===== src/rtl/alu_pkg.sv =====
// Shared constants for the 64-bit ALU issue block: data width and opcode encoding.
package alu_pkg;
  localparam int DATA_W = 64;

  typedef enum logic [2:0] {
    OP_ADD  = 3'b000,
    OP_SUB  = 3'b001,
    OP_RSUB = 3'b010,
    OP_OR   = 3'b011,
    OP_AND  = 3'b100,
    OP_XOR  = 3'b101,
    OP_XNOR = 3'b110,
    OP_ILL  = 3'b111
  } alu_op_e;
endpackage


===== src/rtl/alu_64bit_core.sv =====
// Purely combinational 64-bit ALU datapath; carry-out is dropped (modulo 2^64).
module alu_64bit_core
  import alu_pkg::*;
(
  input  logic [DATA_W-1:0] a,
  input  logic [DATA_W-1:0] b,
  input  logic [2:0]        oper,
  output logic [DATA_W-1:0] sum,
  output logic              illegal
);

  // Opcode decode and result selection
  always_comb begin
    sum     = {DATA_W{1'b0}};
    illegal = 1'b0;
    case (alu_op_e'(oper))
      OP_ADD:  sum = a + b;
      OP_SUB:  sum = a - b;
      OP_RSUB: sum = b - a;
      OP_OR:   sum = a | b;
      OP_AND:  sum = a & b;
      OP_XOR:  sum = a ^ b;
      OP_XNOR: sum = ~(a ^ b);
      OP_ILL:  illegal = 1'b1;
      default: illegal = 1'b1;
    endcase
  end

endmodule


===== src/rtl/alu_64bit_issue.sv =====
// Command FIFO feeding a single ALU core, with a registered response stage
// and a count of completed response handshakes.
module alu_64bit_issue
  import alu_pkg::*;
#(
  parameter int DEPTH = 4,
  parameter int TAG_W = 4
) (
  input  logic              clk,
  input  logic              rst_n,
  input  logic              cmd_valid,
  output logic              cmd_ready,
  input  logic [2:0]        cmd_oper,
  input  logic [DATA_W-1:0] cmd_a,
  input  logic [DATA_W-1:0] cmd_b,
  input  logic [TAG_W-1:0]  cmd_tag,
  output logic              rsp_valid,
  input  logic              rsp_ready,
  output logic [DATA_W-1:0] rsp_sum,
  output logic [TAG_W-1:0]  rsp_tag,
  output logic              rsp_illegal,
  output logic [15:0]       rsp_count
);

  localparam int AW    = $clog2(DEPTH);
  localparam int PTR_W = AW + 1;

  logic [DATA_W-1:0] a_mem_r   [DEPTH];
  logic [DATA_W-1:0] b_mem_r   [DEPTH];
  logic [2:0]        op_mem_r  [DEPTH];
  logic [TAG_W-1:0]  tag_mem_r [DEPTH];

  logic [PTR_W-1:0]  wr_ptr_r;
  logic [PTR_W-1:0]  rd_ptr_r;
  logic              full_s;
  logic              empty_s;
  logic              push_s;
  logic              load_s;
  logic              rsp_fire_s;
  logic [DATA_W-1:0] core_sum_s;
  logic              core_illegal_s;

  logic              rsp_valid_r;
  logic [DATA_W-1:0] rsp_sum_r;
  logic [TAG_W-1:0]  rsp_tag_r;
  logic              rsp_illegal_r;
  logic [15:0]       rsp_count_r;

  // Same index with differing wrap bit means the FIFO is full
  assign full_s     = (wr_ptr_r[AW] != rd_ptr_r[AW]) &&
                      (wr_ptr_r[AW-1:0] == rd_ptr_r[AW-1:0]);
  assign empty_s    = (wr_ptr_r == rd_ptr_r);
  assign push_s     = cmd_valid && !full_s;
  assign load_s     = !empty_s && (!rsp_valid_r || rsp_ready);
  assign rsp_fire_s = rsp_valid_r && rsp_ready;

  alu_64bit_core u_core (
    .a       (a_mem_r[rd_ptr_r[AW-1:0]]),
    .b       (b_mem_r[rd_ptr_r[AW-1:0]]),
    .oper    (op_mem_r[rd_ptr_r[AW-1:0]]),
    .sum     (core_sum_s),
    .illegal (core_illegal_s)
  );

  // FIFO storage write; entries are qualified by the pointers, so no reset needed
  always_ff @(posedge clk) begin
    if (push_s) begin
      a_mem_r[wr_ptr_r[AW-1:0]]   <= cmd_a;
      b_mem_r[wr_ptr_r[AW-1:0]]   <= cmd_b;
      op_mem_r[wr_ptr_r[AW-1:0]]  <= cmd_oper;
      tag_mem_r[wr_ptr_r[AW-1:0]] <= cmd_tag;
    end
  end

  // FIFO pointers, response register and handshake counter
  always_ff @(posedge clk or negedge rst_n) begin
    if (!rst_n) begin
      wr_ptr_r      <= {PTR_W{1'b0}};
      rd_ptr_r      <= {PTR_W{1'b0}};
      rsp_valid_r   <= 1'b0;
      rsp_sum_r     <= {DATA_W{1'b0}};
      rsp_tag_r     <= {TAG_W{1'b0}};
      rsp_illegal_r <= 1'b0;
      rsp_count_r   <= 16'd0;
    end else begin
      if (push_s) begin
        wr_ptr_r <= wr_ptr_r + PTR_W'(1);
      end
      if (load_s) begin
        rd_ptr_r      <= rd_ptr_r + PTR_W'(1);
        rsp_valid_r   <= 1'b1;
        rsp_sum_r     <= core_sum_s;
        rsp_tag_r     <= tag_mem_r[rd_ptr_r[AW-1:0]];
        rsp_illegal_r <= core_illegal_s;
      end else if (rsp_fire_s) begin
        rsp_valid_r <= 1'b0;
      end
      if (rsp_fire_s) begin
        rsp_count_r <= rsp_count_r + 16'd1;
      end
    end
  end

  assign cmd_ready   = !full_s;
  assign rsp_valid   = rsp_valid_r;
  assign rsp_sum     = rsp_sum_r;
  assign rsp_tag     = rsp_tag_r;
  assign rsp_illegal = rsp_illegal_r;
  assign rsp_count   = rsp_count_r;

endmodule


===== config.mk =====
export PLATFORM = sky130hd
export DESIGN_NAME = alu_64bit_issue
export DESIGN_NICKNAME = d
export VERILOG_FILES = /design/src/rtl/alu_pkg.sv /design/src/rtl/alu_64bit_core.sv /design/src/rtl/alu_64bit_issue.sv
export SDC_FILE = /design/constraint.sdc
export NUM_CORES = 1
export LEC_CHECK = 0
export CORE_MARGIN = 2
export CORE_UTILIZATION = 55
export DETAILED_ROUTE_END_ITERATION = 10
export HOLD_SLACK_MARGIN = 0.02
export PLACE_DENSITY_LB_ADDON = 0.25
export REMOVE_ABC_BUFFERS = 1
export SYNTH_ARGS = -nofsm -noshare
export SYNTH_HDL_FRONTEND = slang
export SYNTH_HIERARCHICAL = 1
export SYNTH_SLANG_ARGS = --single-unit

===== constraint.sdc =====
create_clock -name clk -period 6.1 [get_ports clk]
set_clock_uncertainty 0.15 [all_clocks]
set_input_delay 0.915 -clock clk [delete_from_list [all_inputs] [get_ports clk]]
set_output_delay 0.915 -clock clk [all_outputs]
set_load 0.005 [all_outputs]

### Word level (Yosys, flattened, before mapping)

Memories as Yosys holds them, arrays and structs flattened. A register that Yosys moved wholly into a read port is not among the register bits.
Cells that the tools add are included.

| storage, ports and cells | value |
|---|---|
| bits in registers | 88 |
| RAM bits | 540 |
| bits of input ports | 139 |
| output and inout port bits | 87 |
| word-level logic and storage cells | 47 |
| memories | 4 |

Memory list:

| name | words | bits a word | rd ports | clocked after memory_dff | write ports | RTL line | text |
|---|---|---|---|---|---|---|---|
| a_mem_r | 4 | 64 | 1 | 0 | 1 | alu_64bit_issue.sv:28 | `logic [DATA_W-1:0] a_mem_r [DEPTH];` |
| b_mem_r | 4 | 64 | 1 | 0 | 1 | alu_64bit_issue.sv:29 | `logic [DATA_W-1:0] b_mem_r [DEPTH];` |
| tag_mem_r | 4 | 4 | 1 | 1 | 1 | alu_64bit_issue.sv:31 | `logic [TAG_W-1:0] tag_mem_r [DEPTH];` |
| op_mem_r | 4 | 3 | 1 | 0 | 1 | alu_64bit_issue.sv:30 | `logic [2:0] op_mem_r [DEPTH];` |

| operators by class | value |
|---|---|
| add/sub/neg operators | 6 |
| eq/ne operators | 10 |
| multiplexer cells | 6 |
| bitwise operators | 4 |
| reduce and logical (&&, ||, !) cells | 11 |

Operator list:

| kind | count |
|---|---|
| $pmux W64 S7 | 1 |
| $sub A64 B64 Y64 | 2 |
| $add A64 B64 Y64 | 1 |
| $and A64 B64 Y64 | 1 |
| $not A64 Y64 | 1 |
| $or A64 B64 Y64 | 1 |
| $xor A64 B64 Y64 | 1 |
| $add A16 B1 Y16 const B | 1 |
| $eq A3 B3 Y1 const B | 4 |
| $add A3 B1 Y3 const B | 2 |
| $eq A3 B2 Y1 const B | 2 |
| $mux W1 | 5 |
| $logic_and A1 B1 Y1 | 4 |
| $logic_not A1 Y1 | 4 |
| $eq A3 B1 Y1 const B | 1 |
| $eq A3 B3 Y1 | 1 |
| $logic_not A3 Y1 | 1 |
| $eq A2 B2 Y1 | 1 |
| $reduce_bool A2 Y1 | 1 |
| $logic_or A1 B1 Y1 | 1 |
| $ne A1 B1 Y1 | 1 |

### Longest topological paths before layout

Gate-level depths: netlist of the first run.

| depth | value |
|---|---|
| depth in word-level cells | 6 |
| depth in mapped cells | 27 |
| depth with buffers taken out | 22 |

### Modules after synthesis

Netlist of the first run, hierarchy kept.

By module, submodules not included:

| module | times used | cells an instance | area each (µm²) | seq. area each (µm²) |
|---|---|---|---|---|
| alu_64bit_issue | 1 | 940 | 23143.4 | 18517.8 |
| alu_64bit_core | 1 | 2005 | 13611.8 | 0.0 |

### Worst setup path after synthesis of the first run

OpenSTA, ideal clock, no wires.

| timing path | value |
|---|---|
| kind | flip-flop to flip-flop |
| start | register rd_ptr_r[0] |
| end | register rsp_sum_r[60], in the netlist rsp_sum[60] |
| setup time | 0.125 ns |
| data arrival time | 6.276 ns |
| data required time | 5.825 ns |
| setup slack | -0.450 ns |
| stages on the path, launching flop included | 25 |
| buffers on the path | 4 |
| period minus slack after synthesis | 6.550 ns |
| path through | dfrtp_1 -> buf_2 -> buf_4 -> buf_4 -> mux4_2 -> or4_4 -> or3_4 -> or4_4 -> nor3_4 -> and4_4 -> nand4_1 -> o31ai_1 -> xnor2_1 -> ha_1 -> clkbuf_1 -> nand4_1 -> or2_2 -> nor4_1 -> a221oi_1 -> o21ai_0 -> a31oi_1 -> xnor2_1 -> a222oi_1 -> o21ai_0 -> mux2_2 |

| between the ends | value |
|---|---|
| cells in the longest elaborated chain, start to end | 4 |
| elaborated cells between the ends (all ways) | 21 |
| classes of those cells | add/sub (3); eq/ne (7); mux (1); bitwise (4); reduce/logical (3); memory (3) |

Ends and longest elaborated chain:

| element | RTL line | text |
|---|---|---|
| start, declared | alu_64bit_issue.sv:34 | `logic [PTR_W-1:0] rd_ptr_r;` |
| start signal, assigned | alu_64bit_issue.sv:79 | `rd_ptr_r <= {PTR_W{1'b0}};` |
| start signal, assigned | alu_64bit_issue.sv:90 | `rd_ptr_r <= rd_ptr_r + PTR_W'(1);` |
| parallel branches: the longest is 3 deep, another holds $mem_v2 Z4 W64 | -- |  |
| $pmux W64 S7 (*) | alu_64bit_core.sv:16 | `case (alu_op_e'(oper))` |
| via core_sum_s[60] | alu_64bit_issue.sv:40 | `logic [DATA_W-1:0] core_sum_s;` |
| end signal, assigned | alu_64bit_issue.sv:81 | `rsp_sum_r <= {DATA_W{1'b0}};` |
| end signal, assigned | alu_64bit_issue.sv:92 | `rsp_sum_r <= core_sum_s;` |
| end, declared | alu_64bit_issue.sv:44 | `logic [DATA_W-1:0] rsp_sum_r;` |

Mark *: on every way through the listed nets, which the timed path passes.
A chain may end at the register's enable or synchronous reset.

### Final worst setup path of the first run

Same ends and word-level chain as after synthesis.

==> impl_results.md, run 1 <==
- Violated checks: setup timing
- Top post-synthesis cells by area: edfxtp_1, ha_1, mux4_2
- Ys Warns: 6
- Max FO, Critical Path: 5
- CP max stage delay: 0.57 ns
- Post-Layout Cell Count: 4432
- CP Launch Type: flip-flop
- Cell with the most instances after synthesis: edfxtp_1
- Routed vias: 27500
- Period minus WS final: 6.439 ns
- Fmax: 155.3 MHz
- Antenna violations before repair: 1
- Worst-path clk slew: 0.06 ns
- RSZ-0062 raised after global routing: true
- Reg2reg path depth: 23
- Residual DRC: 0
- Worst path cell trace: buf_8, mux4_2, or4_4, or3_4, or4_4, nor3_4, buf_12, and4_4, nand4_1, o41ai_2, xnor2_1, ha_1, a21oi_2, o21bai_1, a21oi_1, o21ai_1, a221oi_2, o21ai_1, a31oi_2, xnor2_1, a222oi_1, o21ai_1, mux2_2
- CTS Sinks: 632
- Aggregate negative setup slack: -2.195 ns
- Post-DRT Antenna Nets: 0
- First-pass GRT wire length: 169.9 mm
- TritonCTS Buffers: 67
- Post-synth top area cell: edfxtp_1
- Global placement routability congestion: 0.9979
- WP data required: 6.45 ns
- Initial Util: 0.5571
- Setup CP Type: flip-flop to flip-flop
- Status: finished, violations left
- Fill cells: 4634
- TritonCTS clock tree: yes
- Most frequent CP cell: o21ai_1
- Post-synth EDFFs: 540
- Count of pins over their slew limit: 0
- Initial DRC Count: 2696
- Rows: 94
- Tot GR Track Use: 0.3195
- Number of diodes: 0
- # IOs: 226
- Post-synthesis cell type count: 81
- HPWL after DPL: 79.54 mm
- Core area: 0.06598 sq mm
- Slowest CP cell: or4_4
- Synth top area share: 0.4412
- Worst Tran Pin Value: 0.8660 ns
- Die W: 262.5 microns
- CTS HTree Levels: 3
- Fin nets: 3916
- Wire length per cell: 24.98 microns
- Part of the cycle the worst path needs: 1.056
- Largest net degree at the start of global routing: 85
- Vias/cell: 6.205
- Die height: 262.5 microns
- Die area: 0.06891 sq mm
- Post-placement cell count: 4271
- Final Hold Fails: 0
- Post-synth top flop: edfxtp_1
- Synth async-reset ratio: 0.1456
- Setup WS post-layout: -0.3392 ns
- Share of layout cells above drive strength 1: 0.2671
- Grt total ovfl: 0
- I/O Buffers: 225
- Number of global-route vias before repair: 28060
- Endpoints failing setup: 14
- Synthesis-to-layout area growth: 25.29%
- Root Buffer: clkbuf_16
- Routed WL: 110.7 mm
- RR Endpoint: rsp_sum[60]
- Mapped Avg Cell Area: 12.48 sq um
- Worst hold path type: input pin to async pin
- Slew HR: 0.4151
- CP arrival: 6.79 ns
- Post-Syn Area: 0.03676 sq mm
- Maximum capacitance violations: 0
- RR Startpoint: rd_ptr_r[0]
- Critical Path End Type: flip-flop
- Seq cells post-synth: 632
- Cells after Synth: 2945
- Synth cell count leaders: edfxtp_1, ha_1, inv_1, a21oi_1, xnor2_1
- Clock Latency Late Sink: 0.62 ns
- Drt pass-1 iters: 6
- Seq/Total Area, Yosys: 0.5038
- CTS Buffer Depth: 3
- R2R Setup Slk: -0.34 ns
-- final cells by class --
type                            count  area, sq um  area share
Clock inverter                     36        424.2    0.009210
Sequential cell                   632        18530      0.4023
Clock buffer                       87         1854     0.04027
Inverter                          215        807.0     0.01752
Timing Repair Buffer              665         5806      0.1261
Multi-Input combinational cell   1933        17550      0.3812
Tap cell                          864         1081     0.02347
-- kinds of logic (layout without fill, tap and decap cells) --
| family | Yosys count | in the layout | synth area share |
|---|---|---|---|
| flip-flops | 632 | 632 | 0.5038 |
| multiplexers | 281 | 281 | 0.1276 |
| AO/OA/AOI/OAI | 699 | 699 | 0.1238 |
| AND/OR/NAND/NOR | 503 | 503 | 0.06822 |
| XOR/XNOR | 187 | 187 | 0.04476 |
| adder cells (fa/ha/maj) | 263 | 263 | 0.08994 |
| buffers and inverters | 380 | 1003 | 0.04180 |
-- how the worst max path moves through the flow --
stage,endpoint,cells after the start,slack [ns],startpoint
finish,rsp_sum[60],23,-0.34,rd_ptr_r[0]
global route,rsp_sum[60],23,-0.60,rd_ptr_r[0]
CTS,rsp_sum[61],24,-0.28,rd_ptr_r[0]
detailed placement,rsp_sum[60],22,-0.46,rd_ptr_r[0]
global placement,rsp_sum[61],22,-0.39,rd_ptr_r[0]
floorplan,rsp_sum[61],17,-5.94,rd_ptr_r[0]
-- flip-flops by register name (all words and copies together) (netlist names), 4 cells and up --
| signal | cells |
|---|---|
| op_mem_r | 12 |
| rsp_tag | 4 |
| b_mem_r | 256 |
| rsp_sum | 64 |
| tag_mem_r | 16 |
| a_mem_r | 256 |
| rsp_count | 16 |
-- worst max-delay path: cells and delay by family, from the launching register on --
family,cells,cell delay (ns)
adder cells (fa/ha/maj),1,0.38
AO/OA/AOI/OAI,10,1.91
flip-flops,1,0.44
multiplexers,2,0.80
AND/OR/NAND/NOR,6,2.11
XOR/XNOR,2,0.25
buffers and inverters,2,0.28
-- cell usage in the layout (no fill, tap or decap), types with 27 or more instances in the layout --
cell	instances
a21o_1	29
a21oi_1	166
a222oi_1	40
a31oi_1	31
buf_4	406
clkbuf_16	69
clkdlybuf4s50_1	224
dfrtp_1	90
edfxtp_1	540
ha_1	259
inv_1	213
mux2_2	92
mux2i_1	31
mux4_2	134
nand2_1	106
nand3_1	29
nand4_1	32
nor2_1	137
nor3_1	29
nor4_1	27
o21ai_0	98
o21ai_1	29
o21bai_1	39
o22ai_1	61
o31ai_1	31
xnor2_1	148
-- per-layer routing --
layer / track usage / part of all wire
met5: 0 / 0.00014
met4: 0.1030 / 0.033
met3: 0.04310 / 0.069
met2: 0.5223 / 0.48
met1: 0.4454 / 0.42
-- stage by stage --
stage / instance area (sq um) / worst slack, ns / hold WS (ns) / utilization
3_3_place_gp: 42580 / -0.3883 / 0.3136 / 0.6453
4_1_cts: 45370 / -0.2758 / 0.1657 / 0.6876
2_1_floorplan: 36030 / -5.943 / 0.3182 / -
6_report: 46050 / -0.3392 / 0.1672 / 0.6980
3_5_place_dp: 42580 / -0.4591 / 0.3491 / 0.6453
5_1_grt: 46050 / -0.5954 / 0.2029 / 0.6980
-- timing repair --
item	4_1_cts	5_1_grt
hold buffers	0	0
pin swaps	40	60
setup buffers	26	20
endpoints found under the hold margin	0	0
endpoints found under the setup margin	26	38
gates resized for setup	89	140
Power of run 1 is not shown: default switching activity piles up to over one toggle a cycle in this logic, so the estimate is an artifact.
==> inputs of run 2 (changes only) <==
--- a/config.mk
+++ b/config.mk
@@ -8,6 +8,7 @@
 export CORE_MARGIN = 2
 export CORE_UTILIZATION = 55
 export DETAILED_ROUTE_END_ITERATION = 10
+export GPL_ROUTABILITY_DRIVEN = 0
 export HOLD_SLACK_MARGIN = 0.02
 export PLACE_DENSITY_LB_ADDON = 0.25
 export REMOVE_ABC_BUFFERS = 1
==> run 2 against run 1 <==
Against the previous run:
- the flow still finishes with violations (setup timing)
- sequential share of layout area increased by 0.93 points
- hold slack got worse by 0.0099 ns
- register-to-register slack improved by 0.02 ns
- die area unchanged
- first-iteration DRC count increased by 20%
- sequential cell count unchanged
- via count increased by 0.88%
- worst setup slack improved by 0.023 ns
- count of clock-buffer cells in the layout increased by 10
- fmax increased by 0.37%
- critical path depth increased by 1
==> impl_results.md, run 2 (same netlist as run 1, synthesis figures left out) <==
- Endpoints failing setup: 8 (was 14)
- CP arrival: 6.77 ns (was 6.79 ns)
- Maximum capacitance violations: 0 (unchanged)
- Fmax: 155.9 MHz (was 155.3 MHz)
- Setup WS post-layout: -0.3158 ns (was -0.3392 ns)
- Tot GR Track Use: 0.3033 (was 0.3195)
- Setup CP Type: flip-flop to flip-flop (unchanged)
- Routed WL: 106.2 mm (was 110.7 mm)
- Hold Buf Count CTS: 0 (unchanged)
- Worst-path clk slew: 0.06 ns (about the same)
- Most frequent CP cell: or4_4 (was o21ai_1)
- I/O Buffers: 225 (unchanged)
- Met3 GRT Util: 0.05828 (was 0.04310)
- Status: finished, violations left (unchanged)
- Grt total ovfl: 0 (unchanged)
- Antenna violations before repair: 2 (was 1)
- Vias/cell: 6.403 (was 6.205)
- Initial Util: 0.5571 (unchanged)
- Root Buffer: clkbuf_16 (unchanged)
- Critical Path End Type: flip-flop (unchanged)
- Drt pass-1 iters: 9 (was 6)
- Multi-input logic area: 0.01740 sq mm (was 0.01755 sq mm)
- Max FO, Critical Path: 4 (was 5)
- Count of pins over their slew limit: 0 (unchanged)
- Number of diodes: 0 (unchanged)
- Worst path cell trace: buf_12, mux4_2, or4_4, or3_4, or4_4, nor3_4, buf_12, and4_4, nand4_1, buf_4, o31ai_2, xnor2_1, ha_1, buf_4, nand2_1, o21ai_1, a21oi_2, o21ai_1, a31oi_1, o21ai_2, a31oi_4, mux2i_1, or4_4, mux2_4 (was buf_8, mux4_2, or4_4, or3_4, or4_4, nor3_4, buf_12, and4_4, nand4_1, o41ai_2, xnor2_1, ha_1, a21oi_2, o21bai_1, a21oi_1, o21ai_1, a221oi_2, o21ai_1, a31oi_2, xnor2_1, a222oi_1, o21ai_1, mux2_2)
- Period minus WS final: 6.416 ns (was 6.439 ns)
- Share of layout cells above drive strength 1: 0.2384 (was 0.2671)
- Clock Latency Late Sink: 0.63 ns (was 0.62 ns)
- Cell family with most CP delay: simple AND/OR/NAND/NOR gates (unchanged)
- Die height: 262.5 microns (unchanged)
- Worst Tran Pin Value: 1.159 ns (was 0.8660 ns)
- Aggregate negative setup slack: -1.087 ns (was -2.195 ns)
- Residual DRC: 0 (unchanged)
- First-pass GRT wire length: 162.6 mm (was 169.9 mm)
- Sequential cell area: 0.01853 sq mm (unchanged)
- Number of global-route vias before repair: 28090 (was 28060)
- Grt peak-use layer: met2 (unchanged)
- Initial DRC Count: 3244 (was 2696)
- Rows: 94 (unchanged)
- CP max stage delay: 0.56 ns (was 0.57 ns)
- Most frequent cells in the layout: edfxtp_1, buf_4, ha_1, clkdlybuf4s50_1, inv_1 (unchanged)
- CP Launch Type: flip-flop (unchanged)
- Slowest CP cell: or4_4 (unchanged)
- Met1 usage: 0.4070 (was 0.4454)
- Routed vias: 27740 (was 27500)
- Wire length per cell: 24.51 microns (was 24.98 microns)
- WP data required: 6.45 ns (about the same)
- Worst hold path type: input pin to async pin (unchanged)
- Core area: 0.06598 sq mm (unchanged)
- CTS HTree Levels: 3 (unchanged)
- Slew HR: 0.2216 (was 0.4151)
- # IOs: 226 (unchanged)
- Final Hold Fails: 0 (unchanged)
- CTS Sinks: 632 (unchanged)
- Largest net degree at the start of global routing: 77 (was 85)
- Synthesis-to-layout area growth: 22.47% (was 25.29%)
- Buffer and inverter count on the worst path: 4 (was 2)
- RSZ-0062 raised after global routing: true (unchanged)
- Fin nets: 3817 (was 3916)
- TritonCTS Buffers: 67 (unchanged)
- CTS Buffer Depth: 3 (unchanged)
- Part of the cycle the worst path needs: 1.052 (was 1.056)
- Die area: 0.06891 sq mm (unchanged)
- Violated checks: setup timing (unchanged)
- HPWL after DPL: 74.40 mm (was 79.54 mm)
- Most common cell after layout, fill and taps aside: edfxtp_1 (unchanged)
- Post-DRT Antenna Nets: 0 (unchanged)
- Met2 Usage GRT: 0.4814 (was 0.5223)
- TritonCTS clock tree: yes (unchanged)
- Die W: 262.5 microns (unchanged)
- Fill cells: 4496 (was 4634)
==> run 2: cell count changes in the layout (fill, tap and decap cells not counted), moves of 4 or more <==
cell / delta
buf_6: -10
a21oi_2: -7
clkinv_2: -5
clkbuf_1: +11
xnor2_1: +4
buf_4: -87
a21oi_1: +4
==> run 2: path summary, 6_finish.rpt <==
check | slack [ns] | to | depth (start not counted) | from
worst min-delay path | 0.16 | rsp_sum[3] | 1 | rst_n
worst max register to register | -0.32 | rsp_sum[61] | 24 | rd_ptr_r[0]
max in group asynchronous | 4.31 | rsp_sum[38] | 2 | rst_n
min in group clk | 0.35 | rsp_count[15] | 1 | rsp_count[15]
worst min register to register | 0.35 | rsp_count[15] | 1 | rsp_count[15]
worst max-delay path | -0.32 | rsp_sum[61] | 24 | rd_ptr_r[0]
==> run 2: through the flow <==
step / instances / utilization / setup slack, ns / hold WS (ns) / cell area (sq um)
6_report: 4333 / 0.6822 / -0.3158 / 0.1573 / 45010
5_1_grt: 4333 / 0.6822 / -0.4131 / 0.1918 / 45010
4_1_cts: 4314 / 0.6711 / -0.1498 / 0.1650 / 44280
3_5_place_dp: 4180 / 0.6345 / -0.3274 / 0.3352 / 41870
3_3_place_gp: 4180 / 0.6345 / -0.2371 / 0.3167 / 41870
2_1_floorplan: 2780 / - / -5.943 / 0.3182 / 36030
==> run 2: what timing repair did <==
item	CTS	global route
setup buffers	11	20
endpoints found under the setup margin	24	33
pin swaps	16	72
gates resized for setup	37	155
==> run 2: routing by layer <==
layer,up-vias,part of all wire
li1,12190,-
met2,1593,0.46
met3,334,0.095
met5,-,0.00025
met4,4,0.049
met1,13620,0.39
==> run 2: area by class of cell <==
cell class | count | share of cell area
clock buffers | 97 | 0.04206
clock inverters | 26 | 0.006643
inverters | 215 | 0.01793
multi-input cells | 1933 | 0.3866
flip-flops and latches | 632 | 0.4116
well taps | 864 | 0.02402
repair buffers | 566 | 0.1112
Power of run 2 is left out for the same reason.
